File: src/rtl/uart_rx_sink.sv
// 8N1 UART receiver feeding a one-deep valid/ready holding register.
// Flags stop-bit frame errors and bytes dropped because the holder was still full.
module uart_rx_sink #(
  parameter int CLKS_PER_BIT = 434
) (
  input  logic       io_mainClk,
  input  logic       io_asyncResetn,
  input  logic       io_uart_rxd,
  output logic [7:0] io_data_payload,
  output logic       io_data_valid,
  input  logic       io_data_ready,
  output logic       io_frameError,
  output logic       io_overrun,
  output logic       io_busy,
  output logic [2:0] dbg_state
);

  if (CLKS_PER_BIT < 4 || CLKS_PER_BIT > 65535) begin : g_bad_param
    $error("uart_rx_sink: CLKS_PER_BIT must be in 4..65535");
  end

  localparam int TW = $clog2(CLKS_PER_BIT);
  localparam logic [TW-1:0] T_HALF = TW'(CLKS_PER_BIT / 2 - 1);
  localparam logic [TW-1:0] T_FULL = TW'(CLKS_PER_BIT - 1);

  typedef enum logic [2:0] {
    IDLE      = 3'd0,
    START     = 3'd1,
    DATA      = 3'd2,
    STOP      = 3'd3,
    WAIT_IDLE = 3'd4
  } state_t;

  state_t          state_q, state_d;
  logic [1:0]      sync_q;
  logic            rxs;
  logic [TW-1:0]   timer_q, timer_d;
  logic [2:0]      bit_q, bit_d;
  logic [7:0]      shift_q, shift_d;
  logic [7:0]      payload_q;
  logic            valid_q;
  logic            fe_q;
  logic            ov_q;
  logic            commit;
  logic            frame_err;
  logic            accept;

  assign rxs = sync_q[1];

  always_ff @(posedge io_mainClk or negedge io_asyncResetn) begin
    if (!io_asyncResetn) begin
      sync_q  <= 2'b11;
      state_q <= IDLE;
      timer_q <= '0;
      bit_q   <= '0;
      shift_q <= '0;
    end else begin
      sync_q  <= {sync_q[0], io_uart_rxd};
      state_q <= state_d;
      timer_q <= timer_d;
      bit_q   <= bit_d;
      shift_q <= shift_d;
    end
  end

  // The timer counts cycles since the last sample point; START waits half a
  // bit so every later sample lands mid-bit.
  always_comb begin
    state_d   = state_q;
    timer_d   = timer_q + TW'(1);
    bit_d     = bit_q;
    shift_d   = shift_q;
    commit    = 1'b0;
    frame_err = 1'b0;
    case (state_q)
      IDLE: begin
        timer_d = '0;
        if (!rxs) state_d = START;
      end
      START: begin
        if (timer_q == T_HALF) begin
          timer_d = '0;
          if (rxs) begin
            state_d = IDLE;
          end else begin
            state_d = DATA;
            bit_d   = '0;
          end
        end
      end
      DATA: begin
        if (timer_q == T_FULL) begin
          timer_d = '0;
          shift_d = {rxs, shift_q[7:1]};
          bit_d   = bit_q + 3'd1;
          if (bit_q == 3'd7) state_d = STOP;
        end
      end
      STOP: begin
        if (timer_q == T_FULL) begin
          timer_d = '0;
          if (rxs) begin
            commit  = 1'b1;
            state_d = IDLE;
          end else begin
            frame_err = 1'b1;
            state_d   = WAIT_IDLE;
          end
        end
      end
      WAIT_IDLE: begin
        timer_d = '0;
        if (rxs) state_d = IDLE;
      end
      default: begin
        timer_d = '0;
        state_d = IDLE;
      end
    endcase
  end

  // Handshake: a byte transfers on any edge where valid && ready. valid holds
  // the payload stable until then; a commit in the same cycle as a transfer
  // refills the holder, otherwise a commit into a full holder is an overrun.
  assign accept = valid_q && io_data_ready;

  always_ff @(posedge io_mainClk or negedge io_asyncResetn) begin
    if (!io_asyncResetn) begin
      payload_q <= 8'h00;
      valid_q   <= 1'b0;
      fe_q      <= 1'b0;
      ov_q      <= 1'b0;
    end else begin
      fe_q <= frame_err;
      ov_q <= commit && valid_q && !io_data_ready;
      if (commit && (!valid_q || io_data_ready)) begin
        payload_q <= shift_q;
        valid_q   <= 1'b1;
      end else if (accept) begin
        valid_q <= 1'b0;
      end
    end
  end

  assign io_data_payload = payload_q;
  assign io_data_valid   = valid_q;
  assign io_frameError   = fe_q;
  assign io_overrun      = ov_q;
  assign io_busy         = (state_q != IDLE);
  assign dbg_state       = state_q;

endmodule

File: config.mk
export PLATFORM = sky130hd
export DESIGN_NAME = uart_rx_sink
export DESIGN_NICKNAME = d
export VERILOG_FILES = /design/src/rtl/uart_rx_sink.sv
export SDC_FILE = /design/constraint.sdc
export NUM_CORES = 1
export LEC_CHECK = 0
export ABC_AREA = 1
export CAP_MARGIN = 30
export CORE_UTILIZATION = 40
export CTS_CLUSTER_SIZE = 25
export DETAILED_ROUTE_END_ITERATION = 10
export PLACE_DENSITY = 0.71
export SLEW_MARGIN = 20
export SYNTH_ARGS = -nofsm -noshare
export SYNTH_HDL_FRONTEND = slang
export SYNTH_SLANG_ARGS = --single-unit
export TNS_END_PERCENT = 5
File: constraint.sdc
create_clock -name io_mainClk -period 3.6 [get_ports io_mainClk]
set_clock_uncertainty 0.05 [all_clocks]
set_input_delay 0.72 -clock io_mainClk [delete_from_list [all_inputs] [get_ports io_mainClk]]
set_output_delay 0.72 -clock io_mainClk [all_outputs]
set_load 0.1 [all_outputs]
==> summary.md <==
| Metric | Value |
|---|---|
| LEAKAGE | `0.9876 nW` |
| Crit path time final | `2.670 ns` |
| Antenna diode count | `0` |
| Hold Path Origin | `sync_q[0]` |
| Htree depth | `2` |
| Worst Max-Slew Pin Slew | `0.9776 ns` |
| Die Ht | `67.82 um` |
| Average wire per standard cell | `11.07 um` |
| Final setup fails | `0` |
| Worst Hold Depth | `0` |
| Max cap viols | `0` |
| Gpl congestion | `0.7694` |
| Number of synthesized flops with an enable pin | `0` |
| Final core occ | `0.5021` |
| CTS Sinks | `36` |
| Root Driver | `clkbuf_8` |
| Post-DRT Antenna Nets | `0` |
| Area Overhead vs Synth | `18.41%` |
| Critical path, cell by cell | `clkdlybuf4s50_1` |
| NumNets Final | `221` |
| Reg2Reg Depth | `10` |
| Multi-input logic area | `674.4 sq um` |
| Status | `completed` |
| Critical Path RT | `2.83 ns` |
| Ys flop type | `dfrtp_1` |
| # fillers | `399` |
| Worst rel slew slack | `0.3462` |
| Initial antenna violation count | `0` |
| R2R Setup Slk | `1.89 ns` |
| CORE AREA | `4086 sq um` |
| Largest net degree at the start of global routing | `37` |
| Final worst setup slack | `0.9302 ns` |
| Clk pin slew, worst setup/hold paths | `0.07 ns` |
| Main area contributors after synthesis | `dfrtp_1, nand2_1, inv_1` |
| Worst-Skew Late Latency | `0.28 ns` |
| Maximum clock rate | `374.6 MHz` |
| Mapped Area | `1733 sq um` |
| Hold worst-path end | `sync_q[1]` |
| Power Density | `372.8 nW/um^2` |
| Critical Path Source Type | `register` |
| Worst Path Buf+Inv | `1` |
| Final cell count without fillers | `263` |
| Longest Clk Path Bufs | `2` |
| Global-route wire length before repair | `5106 um` |
| Crit path from | `dbg_state[1]` |
| WS Path Type | `reg -> out` |
| Initial Util | `0.4241` |
| Top-count cell post-synth | `nand2_1` |
| Vias | `1196` |
| Slew Limit Fails | `0` |
| Async set or reset register ratio after synthesis | `1.000` |
| Synthesized area per cell | `9.169 sq um` |
| Post-Route WL | `2912 um` |
| Share of cells above drive strength 1 | `0.1784` |
| Crit path capture type | `output pin` |
| CTS Hold Buffers Added | `0` |
| # port buffers | `18` |
| YS warnings | `0` |
| Delay-heaviest family, CP | `buffers and inverters` |
| Unrepaired setup endpoints after global routing | `no` |
| Total die area | `4600 sq um` |
| Storage cell area | `903.4 sq um` |
| Drt drc | `0` |
| Crit-path max cell delay | `1.17 ns` |
| Placed cells | `255` |
| CTS buffer count | `5` |
| Syn Inst Count | `189` |
| FP Rows | `23` |
| WP data arrival | `1.90 ns` |
| Worst Hold Class | `reg -> reg` |
| Fin. Hold Viols | `0` |
| Reg-to-reg endpoint | `dbg_state[1]` |
| Peak supply drop | `0.1593 mV` |
| Vias in the first global route | `1128` |
| R2R Path Start | `timer_q[1]` |
| DP HPWL | `2099 um` |
| Post-CTS Repair Setup Buffers | `0` |
| Synth top area share | `0.4910` |
| Sum of negative setup slack | `0 ns` |
| IO Pins | `19` |
| Die W | `67.82 um` |
| Dpl ws | `1.227 ns` |
| Drt first pass iters | `4` |
| Library cells used by synthesis | `27` |
| Critical path's slowest cell | `clkdlybuf4s50_1` |
| Synth Register Bits | `36` |
| Drt via density | `4.548` |
| Crit share post-route | `0.7416` |
| Initial DRC Count | `58` |
| GRT Overall Usage | `0.1546` |
| Syn Nets | `198` |
| CTS tree | `done` |
| Seq/Total Area, Yosys | `0.5213` |
| Power Total | `764.9 uW` |
| Leading area contributor after synthesis | `dfrtp_1` |
| Synth top cells by count | `nand2_1, dfrtp_1, inv_1, nor2_1` |
| Post-CTS Resized | `0` |
| GRT Residual Overflow | `0` |
| Crit Path Max Fanout | `7` |
==> layout by cell type, fill, tap and decap left out, types with 2 or more instances in the layout <==
master,n
xor2_1,3
o21ai_1,3
clkdlybuf4s50_1,16
nor2_1,15
dfrtp_1,34
nor2_4,2
ha_1,5
nand2_4,2
dfstp_2,2
nand2_1,48
nand3_1,8
nor3_2,2
inv_1,28
nand2_2,4
clkinv_2,2
clkbuf_8,5
xnor2_1,2
buf_4,3
o21ai_0,6
nor3_1,3
o21ai_2,8
inv_2,3
==> power breakdown <==
group	switching, mW	total, mW	internal, mW
clock	0.139	0.344	0.205
sequential	0.00132	0.408	0.406
combinational	0.00916	0.0132	0.00407
total	0.149	0.765	0.616
==> stage by stage <==
stage | cell area (sq um) | hold slack (ns)
after floorplan | 1733 | 0.2952
after global placement | 1944 | 0.2966
after detailed placement | 1944 | 0.2991
after CTS | 2052 | 0.3088
after global routing | 2052 | 0.3129
final | 2052 | 0.3070
==> kinds of logic (layout without fill, tap and decap cells) <==
kind of cell,after synthesis,in the layout,share of synthesized area
buffers and inverters,35,59,0.08953
xor gates and xnor gates,5,5,0.02528
AOI/OAI and AO/OA,18,18,0.06931
adders and majority gates,5,5,0.03610
and+or+nand+nor,90,90,0.2585
DFF,36,36,0.5213
==> area by class of cell <==
type                            count  area share
Timing Repair Buffer               19     0.08902
Inverter                           32     0.05915
Clock inverter                      2     0.01707
Clock buffer                        6     0.03537
Tap cell                           50     0.03049
Multi-Input combinational cell    118      0.3287
Sequential cell                    36      0.4402
==> layer usage <==
metal	up-vias	global-route usage	wire length (um)
li1	626	-	-
met1	545	0.1907	1344
met2	21	0.2450	1392
met3	4	0.05000	126
met4	0	0.07031	48
met5	-	0	0
==> flip-flops by register name, indices dropped and copies added, names as in the netlist <==
| signal | count |
|---|---|
| timer_q | 9 |
| shift_q | 8 |
| io_data_valid | 1 |
| io_data_payload | 8 |
| sync_q | 2 |
| io_frameError | 1 |
| dbg_state | 3 |
| io_overrun | 1 |
| bit_q | 3 |
==> worst max-delay path by stage <==
stage	to	cells after the start
after floorplan	io_busy	2
after global placement	dbg_state[1]	1
after detailed placement	dbg_state[1]	1
after CTS	dbg_state[1]	1
after global routing	dbg_state[1]	1
final	dbg_state[1]	1
Power figures use the tool's default switching activity.
